### src/rtl/baud_gen.sv
// Fractional baud-rate tick generator for the UART datapath.
// An integer-plus-fractional prescaler produces sample ticks; an oversampling
// index decodes mid-bit and bit ticks from them. Divisor updates go through a
// shadow register and take effect at a period boundary, on restart, or on the
// next cycle while counting is disabled.
// Build option: define BAUD_GEN_FRAC_EN to build the fractional phase
// accumulator. Without it div_frac is ignored and every period is exactly
// max(div_int, 1) cycles.
module baud_gen #(
    parameter  int DIV_W  = 16,
    parameter  int FRAC_W = 4,
    parameter  int OSR    = 16,
    localparam int SIDX_W = $clog2(OSR)
) (
    input  logic              clk,
    input  logic              reset_n,
    input  logic              enable,
    input  logic              restart,
    input  logic [DIV_W-1:0]  div_int,
    input  logic [FRAC_W-1:0] div_frac,
    input  logic              div_load,
    output logic              div_pending,
    output logic              sample_tick,
    output logic              mid_tick,
    output logic              bit_tick,
    output logic [SIDX_W-1:0] sidx
);

    logic [DIV_W-1:0]  r_cnt;
    logic [SIDX_W-1:0] r_sidx;
    logic [DIV_W-1:0]  r_act_int;
    logic [DIV_W-1:0]  r_sh_int;
    logic              r_pend;
    logic              r_sample;
    logic              r_mid;
    logic              r_bit;

    logic [DIV_W-1:0]  w_p_m1;
    logic [DIV_W-1:0]  w_last;
    logic              w_end;
    logic              w_apply;

`ifdef BAUD_GEN_FRAC_EN
    logic [FRAC_W-1:0] r_acc;
    logic              r_carry;
    logic [FRAC_W-1:0] r_act_frac;
    logic [FRAC_W-1:0] r_sh_frac;
    logic [FRAC_W:0]   w_acc_sum;

    assign w_acc_sum = {1'b0, r_acc} + {1'b0, r_act_frac};
    // A carry stretches the current period by one cycle.
    assign w_last    = w_p_m1 + {{(DIV_W-1){1'b0}}, r_carry};
`else
    logic w_unused_frac;

    assign w_unused_frac = ^div_frac;
    assign w_last        = w_p_m1;
`endif

    // A divisor of zero behaves like one: a tick on every enabled cycle.
    assign w_p_m1  = (r_act_int == '0) ? '0 : r_act_int - DIV_W'(1);
    assign w_end   = enable && !restart && (r_cnt == w_last);
    // Points at which the shadow divisor may become active.
    assign w_apply = restart || w_end || (!enable && r_pend);

    // Prescaler, sample index and registered tick outputs.
    always_ff @(posedge clk or negedge reset_n) begin
        if (!reset_n) begin
            r_cnt    <= '0;
            r_sidx   <= '0;
            r_sample <= 1'b0;
            r_mid    <= 1'b0;
            r_bit    <= 1'b0;
        end else if (restart) begin
            r_cnt    <= '0;
            r_sidx   <= '0;
            r_sample <= 1'b0;
            r_mid    <= 1'b0;
            r_bit    <= 1'b0;
        end else if (enable) begin
            if (w_end) begin
                r_cnt    <= '0;
                r_sidx   <= r_sidx + SIDX_W'(1);
                r_sample <= 1'b1;
                r_mid    <= (r_sidx == SIDX_W'(OSR/2 - 1));
                r_bit    <= (r_sidx == SIDX_W'(OSR - 1));
            end else begin
                r_cnt    <= r_cnt + DIV_W'(1);
                r_sample <= 1'b0;
                r_mid    <= 1'b0;
                r_bit    <= 1'b0;
            end
        end else begin
            r_sample <= 1'b0;
            r_mid    <= 1'b0;
            r_bit    <= 1'b0;
        end
    end

`ifdef BAUD_GEN_FRAC_EN
    // Phase accumulator: overflow at a period end lengthens the next period.
    always_ff @(posedge clk or negedge reset_n) begin
        if (!reset_n) begin
            r_acc   <= '0;
            r_carry <= 1'b0;
        end else if (restart) begin
            r_acc   <= '0;
            r_carry <= 1'b0;
        end else if (w_end) begin
            r_acc   <= w_acc_sum[FRAC_W-1:0];
            r_carry <= w_acc_sum[FRAC_W];
        end
    end
`endif

    // Shadow/active divisor: a load arriving on an apply edge bypasses the shadow.
    always_ff @(posedge clk or negedge reset_n) begin
        if (!reset_n) begin
            r_act_int  <= DIV_W'(OSR);
            r_sh_int   <= DIV_W'(OSR);
            r_pend     <= 1'b0;
`ifdef BAUD_GEN_FRAC_EN
            r_act_frac <= '0;
            r_sh_frac  <= '0;
`endif
        end else if (w_apply) begin
            r_pend <= 1'b0;
            if (div_load) begin
                r_act_int  <= div_int;
                r_sh_int   <= div_int;
`ifdef BAUD_GEN_FRAC_EN
                r_act_frac <= div_frac;
                r_sh_frac  <= div_frac;
`endif
            end else begin
                r_act_int  <= r_sh_int;
`ifdef BAUD_GEN_FRAC_EN
                r_act_frac <= r_sh_frac;
`endif
            end
        end else if (div_load) begin
            r_sh_int  <= div_int;
`ifdef BAUD_GEN_FRAC_EN
            r_sh_frac <= div_frac;
`endif
            r_pend    <= 1'b1;
        end
    end

    assign div_pending = r_pend;
    assign sample_tick = r_sample;
    assign mid_tick    = r_mid;
    assign bit_tick    = r_bit;
    assign sidx        = r_sidx;

endmodule
### config.mk
export PLATFORM = sky130hd
export DESIGN_NAME = baud_gen
export DESIGN_NICKNAME = d
export VERILOG_FILES = /design/src/rtl/baud_gen.sv
export SDC_FILE = /design/constraint.sdc
export NUM_CORES = 1
export LEC_CHECK = 0
export BUFFER_PORTS_ARGS = -buffer_cell sky130_fd_sc_hd__buf_2
export CAP_MARGIN = 20
export CORE_MARGIN = 4
export CORE_UTILIZATION = 40
export DETAILED_ROUTE_END_ITERATION = 7
export MAX_ROUTING_LAYER = met4
export PLACE_DENSITY_LB_ADDON = 0.25
export SETUP_SLACK_MARGIN = 0.3
export SLEW_MARGIN = 25
export SYNTH_ARGS = -nofsm -noshare
export SYNTH_HDL_FRONTEND = slang
export SYNTH_SLANG_ARGS = --single-unit
### constraint.sdc
create_clock -name clk -period 4.7 [get_ports clk]
set_input_delay 0.705 -clock clk [delete_from_list [all_inputs] [get_ports clk]]
set_output_delay 0.705 -clock clk [all_outputs]
set_load 0.005 [all_outputs]
==> run summary, run 1 <==
Status: completed
DRC errors left: 0
CTS Buffer Depth: 2
RR Startpoint: r_act_int[0]$_DFFE_PN0P_
Worst-Margin Slew: 0.705 ns
Crit path DAT: 4.10 ns
Total global routing track utilization: 0.152
Hold crit path type: reg2reg
PnR Total Power: 1.03 mW
Worst R2R Setup Slack: 0.79 ns
Synth Area per Inst: 10.5 µm²
Crit path largest cell delay: 0.66 ns
CTS sink count: 56
EDFF count, synth: 0
WS Path Type: reg2reg
Cells on Worst Hold Path: 1
Final Setup Violations: 0
Area grow syn2layout: 9.55%
Dpl hpwl: 4830 µm
Post-CTS Hold Fix Bufs: 0
Crit-path cells: inv_1 > ha_1 > nor3b_1 > nand4_1 > or4b_2 > nand2_1 > xnor2_1 > nand4_1 > o221ai_4 > mux2_2
Sum Neg Setup Slack: 0 ns
Setup repair after global routing missed its margin: false
WL per Instance: 15.4 µm
Ys async rst share: 1.00
Pre-CTS setup slack: 0.825 ns
Max Cap Viol: 0
Ys flop type: dfrtp_1
Vias in the first global route: 2412
Sequential share of the synthesized area: 0.439
Fin util: 0.451
Hold Path Sink: r_sh_int[14]$_DFF_PN0_
#FFs+latches synth: 56
Commonest non-fill, non-tap cells in the layout: dfrtp_1, buf_2, mux2_2, nor2_1, xnor2_1
Die outline area: 0.00949 mm²
Fin Clk Skew: 0.0143 ns
DR pass1 iterations: 4
Cells after Synth: 305
Worst-skew pair later-pin latency: 0.31 ns
R2R cell count: 10
Clock slew at reported path FFs: 0.10 ns
Final WS setup: 0.785 ns
Critical Path End Type: flip-flop
Number of core rows: 32
Post-cts sizing count: 0
Antenna-violating nets left: 0
Maximum vdd drop: 0.000137 V
Critical R2R Capture: r_act_int[3]$_DFFE_PN0P_
Tmin final: 3.91 ns
1st-iter DRT viols: 126
TritonCTS Buffers: 5
PD cells: 294 mW/mm²
Most common cell after layout, fill and taps aside: dfrtp_1
Vias per inst: 5.60
WP data required: 4.89 ns
Largest net degree at the start of global routing: 57
Startpoint types: flip-flop
Core ar.: 0.00777 mm²
Die X: 97.4 µm
FMAX: 255 MHz
Synthesized area: 0.00320 mm²
Distinct cells, synth: 59
Hold path start: r_sh_int[14]$_DFF_PN0_
CP max FO: 16
Final WL: 6610 µm
Leak Pwr: 1.42 nW
GP Congestion: 0.903
Starting density of the core: 0.412
Die span in y: 97.4 µm
H-tree levels: 2
Initial antenna violation count: 0
Diode count: 0
Routed via count: 2403
CTS tree: yes
Clock Tree Root: clkbuf_8
Crit path top cell by count: nand4_1
Final #Nets: 354
First-pass GRT wire length: 11800 µm
Yosys warnings: 0
Hold Fails Final Rpt: 0
Final period util: 0.833
Max-slew violations: 0
Slew HR: 0.530
CP max stage cell: or4b_2
I/O pins: 33
Post-CTS Repair Setup Buffers: 0
Syn_nets: 333
Layout cell share with drive strength beyond 1: 0.214
I/O Buffers: 28
GRT overflow: 0
==> worst max-delay path: cells and delay by family, from the launching register on <==
kind	cells	cell delay, ns
flip-flops	1	0.44
adder cells (fa/ha/maj)	1	0.18
AND/OR/NAND/NOR	5	1.96
AO/OA/AOI/OAI	1	0.59
buffers and inverters	1	0.08
XOR/XNOR	1	0.14
multiplexers	1	0.40
==> synthesized netlist by cell type (7+ instances only) <==
master / count / area share
nand4_1: 8 / 0.016
mux2_1: 11 / 0.039
mux2_2: 23 / 0.081
xor2_1: 9 / 0.025
nor3_1: 8 / 0.013
xnor2_1: 17 / 0.047
a21oi_1: 7 / 0.011
clkbuf_1: 11 / 0.013
dfrtp_1: 54 / 0.42
nand3_1: 10 / 0.016
o21ai_0: 10 / 0.016
nor2_1: 23 / 0.027
nand2_1: 14 / 0.016
inv_1: 11 / 0.013
==> through the flow <==
step | cells | hold slack [ns] | cell area [µm²]
after global routing | 429 | 0.533 | 3500
final | 429 | 0.503 | 3500
after floorplan | 305 | 0.409 | 3200
after detailed placement | 421 | 0.484 | 3410
after CTS | 429 | 0.508 | 3500
after global placement | 421 | 0.481 | 3410
==> where the power goes <==
group          switching [mW]  internal (mW)
Combinational          0.0961         0.0890
Sequential             0.0472          0.520
Clock                   0.155          0.120
Total                   0.298          0.729
==> how the worst max path moves through the flow <==
stage | from | endpoint | slack [ns] | depth (start not counted)
finish | r_act_int[0]$_DFFE_PN0P_ | r_act_int[3]$_DFFE_PN0P_ | 0.79 | 10
global route | r_act_int[0]$_DFFE_PN0P_ | r_act_int[3]$_DFFE_PN0P_ | 0.51 | 10
detailed placement | r_act_int[0]$_DFFE_PN0P_ | r_act_int[3]$_DFFE_PN0P_ | 0.82 | 10
CTS | r_act_int[0]$_DFFE_PN0P_ | r_act_int[3]$_DFFE_PN0P_ | 0.80 | 10
floorplan | r_act_int[0]$_DFFE_PN0P_ | r_act_int[10]$_DFFE_PN0P_ | 1.42 | 11
global placement | r_act_int[0]$_DFFE_PN0P_ | r_act_int[5]$_DFFE_PN0P_ | 0.87 | 10
==> final cells by class <==
cell class | count | area, µm²
well taps | 102 | 128
clock inverters | 1 | 7.51
flip-flops and latches | 56 | 1400
fillers | 774 | 4270
inverters | 11 | 41.3
repair buffers | 30 | 155
clock buffers | 7 | 86.3
multi-input cells | 222 | 1680
==> registers in the layout, summed over array words and instances (netlist names) <==
name         cells
div_pending      1
r_cnt           16
bit_tick         1
mid_tick         1
sample_tick      1
r_sh_int        16
sidx             4
r_act_int       16
==> cell families (layout without fill, tap and decap cells) <==
logic type	after synthesis	after routing	share of synthesized area
DFF	56	56	0.439
buffers and inverters	27	49	0.0352
AOI/OAI and AO/OA	48	48	0.113
muxes	37	37	0.129
xor gates and xnor gates	26	26	0.0712
adders and majority gates	3	3	0.0117
and+or+nand+nor	108	108	0.201
==> metal layers <==
| metal | share of wire | up-vias | global-route usage |
|---|---|---|---|
| met5 | 0 | - | - |
| met4 | 0.0095 | 0 | 0.0469 |
| met3 | 0.038 | 6 | 0.0201 |
| met2 | 0.47 | 44 | 0.234 |
| met1 | 0.48 | 1188 | 0.208 |
| li1 | - | 1165 | - |
(Power assumes the default switching activity.)
==> inputs of run 2 (changes only) <==
--- a/config.mk
+++ b/config.mk
@@ -5,6 +5,7 @@
 export SDC_FILE = /design/constraint.sdc
 export NUM_CORES = 1
 export LEC_CHECK = 0
+export ABC_AREA = 1
 export BUFFER_PORTS_ARGS = -buffer_cell sky130_fd_sc_hd__buf_2
 export CAP_MARGIN = 20
 export CORE_MARGIN = 4
==> constraint.sdc (replaced) <==
create_clock -name clk -period 3.2 [get_ports clk]
set_input_delay 0.48 -clock clk [delete_from_list [all_inputs] [get_ports clk]]
set_output_delay 0.48 -clock clk [all_outputs]
set_load 0.005 [all_outputs]
==> run 2 against run 1 <==
Cell area increased by 4.1%; via count increased by 14%; count of clock-buffer cells in the layout unchanged; non-clock buffer count increased by 2; sequential power increased by 46%.
==> run summary, run 2 <==
Tmin final: 2.56 ns
GP Congestion: 0.854
Yosys top cell area share: 0.408
Synth Area per Inst: 7.72 µm²
Post-synth top area cell: dfrtp_1
DR pass1 iterations: 4
Routed via count: 2749
Slew HR: 0.502
H-tree levels: 2
WL per Instance: 12.6 µm
Final WL: 7080 µm
Count leader, synth: nand2_1
Sum Neg Setup Slack: 0 ns
Crit-path cells: inv_1 > ha_2 > nand2_4 > nor2_4 > nand2_4 > nand3_2 > xor2_1 > nand2_1 > nor2_2 > nand2_4 > buf_4 > nand4_1 > nand2_1
Final #Nets: 485
Finished Layout Cells: 560
#FFs+latches synth: 56
Hold crit path type: in2async
Syn_nets: 457
Crit path largest cell delay: 0.39 ns
1st-iter DRT viols: 154
Largest registers: r_act_int: 16 flops, r_cnt: 16 flops, r_sh_int: 16 flops
Top cells by area, synth: dfrtp_1, nand2_1, nor2_1
Post-cts sizing count: 0
Post-CTS Repair Setup Buffers: 0
Status: completed
CP max stage cell: dfrtp_1
Max Cap Viol: 0
Cells after Synth: 429
Synth top cells by count: nand2_1, dfrtp_1, nor2_1, inv_1, nand3_1
Final period util: 0.800
Placed Area: 0.00354 mm²
Adder-Cell Fraction of Synth Area: 0.0113
DP Cell Count: 552
Antenna-violating nets left: 0
Die X: 99.0 µm
DRC errors left: 0
CTS tree: yes
Max-slew violations: 0
Fillers: 777
TritonCTS Buffers: 5
Layout cell share with drive strength beyond 1: 0.164
Critical Path End Type: flip-flop
WS Path Type: reg2reg
CP max FO: 28
FMAX: 390 MHz
Post-Synth Simple-Gate Area: 0.380
Dpl hpwl: 5540 µm
PD cells: 439 mW/mm²
Pre-CTS setup slack: 0.458 ns
Post-Layout Inst Area: 0.00364 mm²
Yosys warnings: 0
Fraction of synthesized area in multiplexers: 0.0544
Vias per inst: 4.91
Diode count: 0
Area grow syn2layout: 10.1%
GRT overflow: 0
Number of core rows: 32
Worst-skew pair later-pin latency: 0.31 ns
Leak Pwr: 1.83 nW
WP data required: 3.40 ns
I/O pins: 33
Ys flop type: dfrtp_1
Crit path DAT: 2.76 ns
Starting density of the core: 0.420
Startpoint types: flip-flop
CTS sink count: 56
Die outline area: 0.00980 mm²
Distinct cells, synth: 30
Fin util: 0.462
CTS Buffer Depth: 2
Synthesized area: 0.00331 mm²
Hold Fails Final Rpt: 0
Die span in y: 99.0 µm
Crit path top cell by count: nand2_4
Clock slew at reported path FFs: 0.10 ns
Worst-Margin Slew: 0.747 ns
Final hold slack: 0.222 ns
Compound-Gate Fraction of Synth Area: 0.0219
Combinational family with the most area after synthesis: simple AND/OR/NAND/NOR gates
Core ar.: 0.00789 mm²
Post-synthesis xor/xnor area fraction: 0.0397
Fin Clk Skew: 0.00782 ns
Sequential share of the synthesized area: 0.424
Total global routing track utilization: 0.155
First-pass GRT wire length: 12200 µm
Commonest non-fill, non-tap cells in the layout: nand2_1, dfrtp_1, nor2_1
Vias in the first global route: 2595
Final WS setup: 0.639 ns
Largest net degree at the start of global routing: 36
Post-CTS Hold Fix Bufs: 0
Initial antenna violation count: 0
Maximum vdd drop: 0.000221 V
Setup repair after global routing missed its margin: false
Clock Tree Root: clkbuf_8
Most common cell after layout, fill and taps aside: nand2_1
I/O Buffers: 28
Ys async rst share: 1.00
EDFF count, synth: 0
Final Setup Violations: 0
PnR Total Power: 1.60 mW
## run 2: changes by cell type after synthesis, sizes merged, moves of 8 or more
cell	change
nand2	+120
nor2	+38
inv	+31
nand3	+26
nand4	+20
mux2	-18
xnor2	-17
clkbuf	-8
## run 2: area by class of cell
| type | count | area (µm²) | area share |
|---|---|---|---|
| Multi-Input combinational cell | 320 | 1690 | 0.464 |
| Inverter | 42 | 158 | 0.0433 |
| Sequential cell | 56 | 1400 | 0.385 |
| Timing Repair Buffer | 32 | 170 | 0.0467 |
| Clock inverter | 1 | 7.51 | 0.00206 |
| Tap cell | 102 | 128 | 0.0350 |
| Clock buffer | 7 | 86.3 | 0.0237 |
## run 2: path summary, 6_finish.rpt
check | startpoint | endpoint | slack, ns | cells after the start
max | r_act_int[0]$_DFFE_PN0P_ | r_act_int[9]$_DFFE_PN0P_ | 0.64 | 13
min | reset_n | r_cnt[3]$_DFFE_PN0P_ | 0.22 | 1
max reg2reg | r_act_int[0]$_DFFE_PN0P_ | r_act_int[9]$_DFFE_PN0P_ | 0.64 | 13
min reg2reg | sidx[3]$_DFFE_PN0P_ | mid_tick$_DFF_PN0_ | 0.50 | 1
max in group asynchronous | reset_n | r_cnt[9]$_DFFE_PN0P_ | 2.11 | 3
min in group clk | div_int[7] | r_sh_int[7]$_DFF_PN0_ | 0.41 | 2
## run 2: power breakdown
| group | leakage [nW] | switching, mW | total (mW) | internal, mW |
|---|---|---|---|---|
| registers | 0.711 | 0.0573 | 0.826 | 0.768 |
| clock network | 0.0445 | 0.232 | 0.409 | 0.177 |
| logic | 1.07 | 0.225 | 0.366 | 0.141 |
| total | 1.83 | 0.514 | 1.60 | 1.09 |
## run 2: critical path, delay by kind of cell (launching register included)
family,cells,cell delay [ns]
xor+xnor,1,0.22
simple gates,9,1.16
buf+inv,2,0.39
flops,1,0.39
fa+ha+maj,1,0.29
## run 2: layer usage
metal | part of all wire | global-route usage | vias up
met3 | 0.028 | 0.0241 | 7
li1 | - | - | 1442
met2 | 0.46 | 0.249 | 52
met5 | 0 | - | -
met1 | 0.50 | 0.209 | 1248
met4 | 0.0088 | 0.0326 | 0
## run 2: kinds of logic (layout without fill, tap and decap cells)
kind of cell,count (synthesis),count (layout)
xor gates and xnor gates,15,15
muxes,16,16
and+or+nand+nor,273,273
adders and majority gates,3,3
DFF,56,56
buffers and inverters,53,82
AOI/OAI and AO/OA,13,13
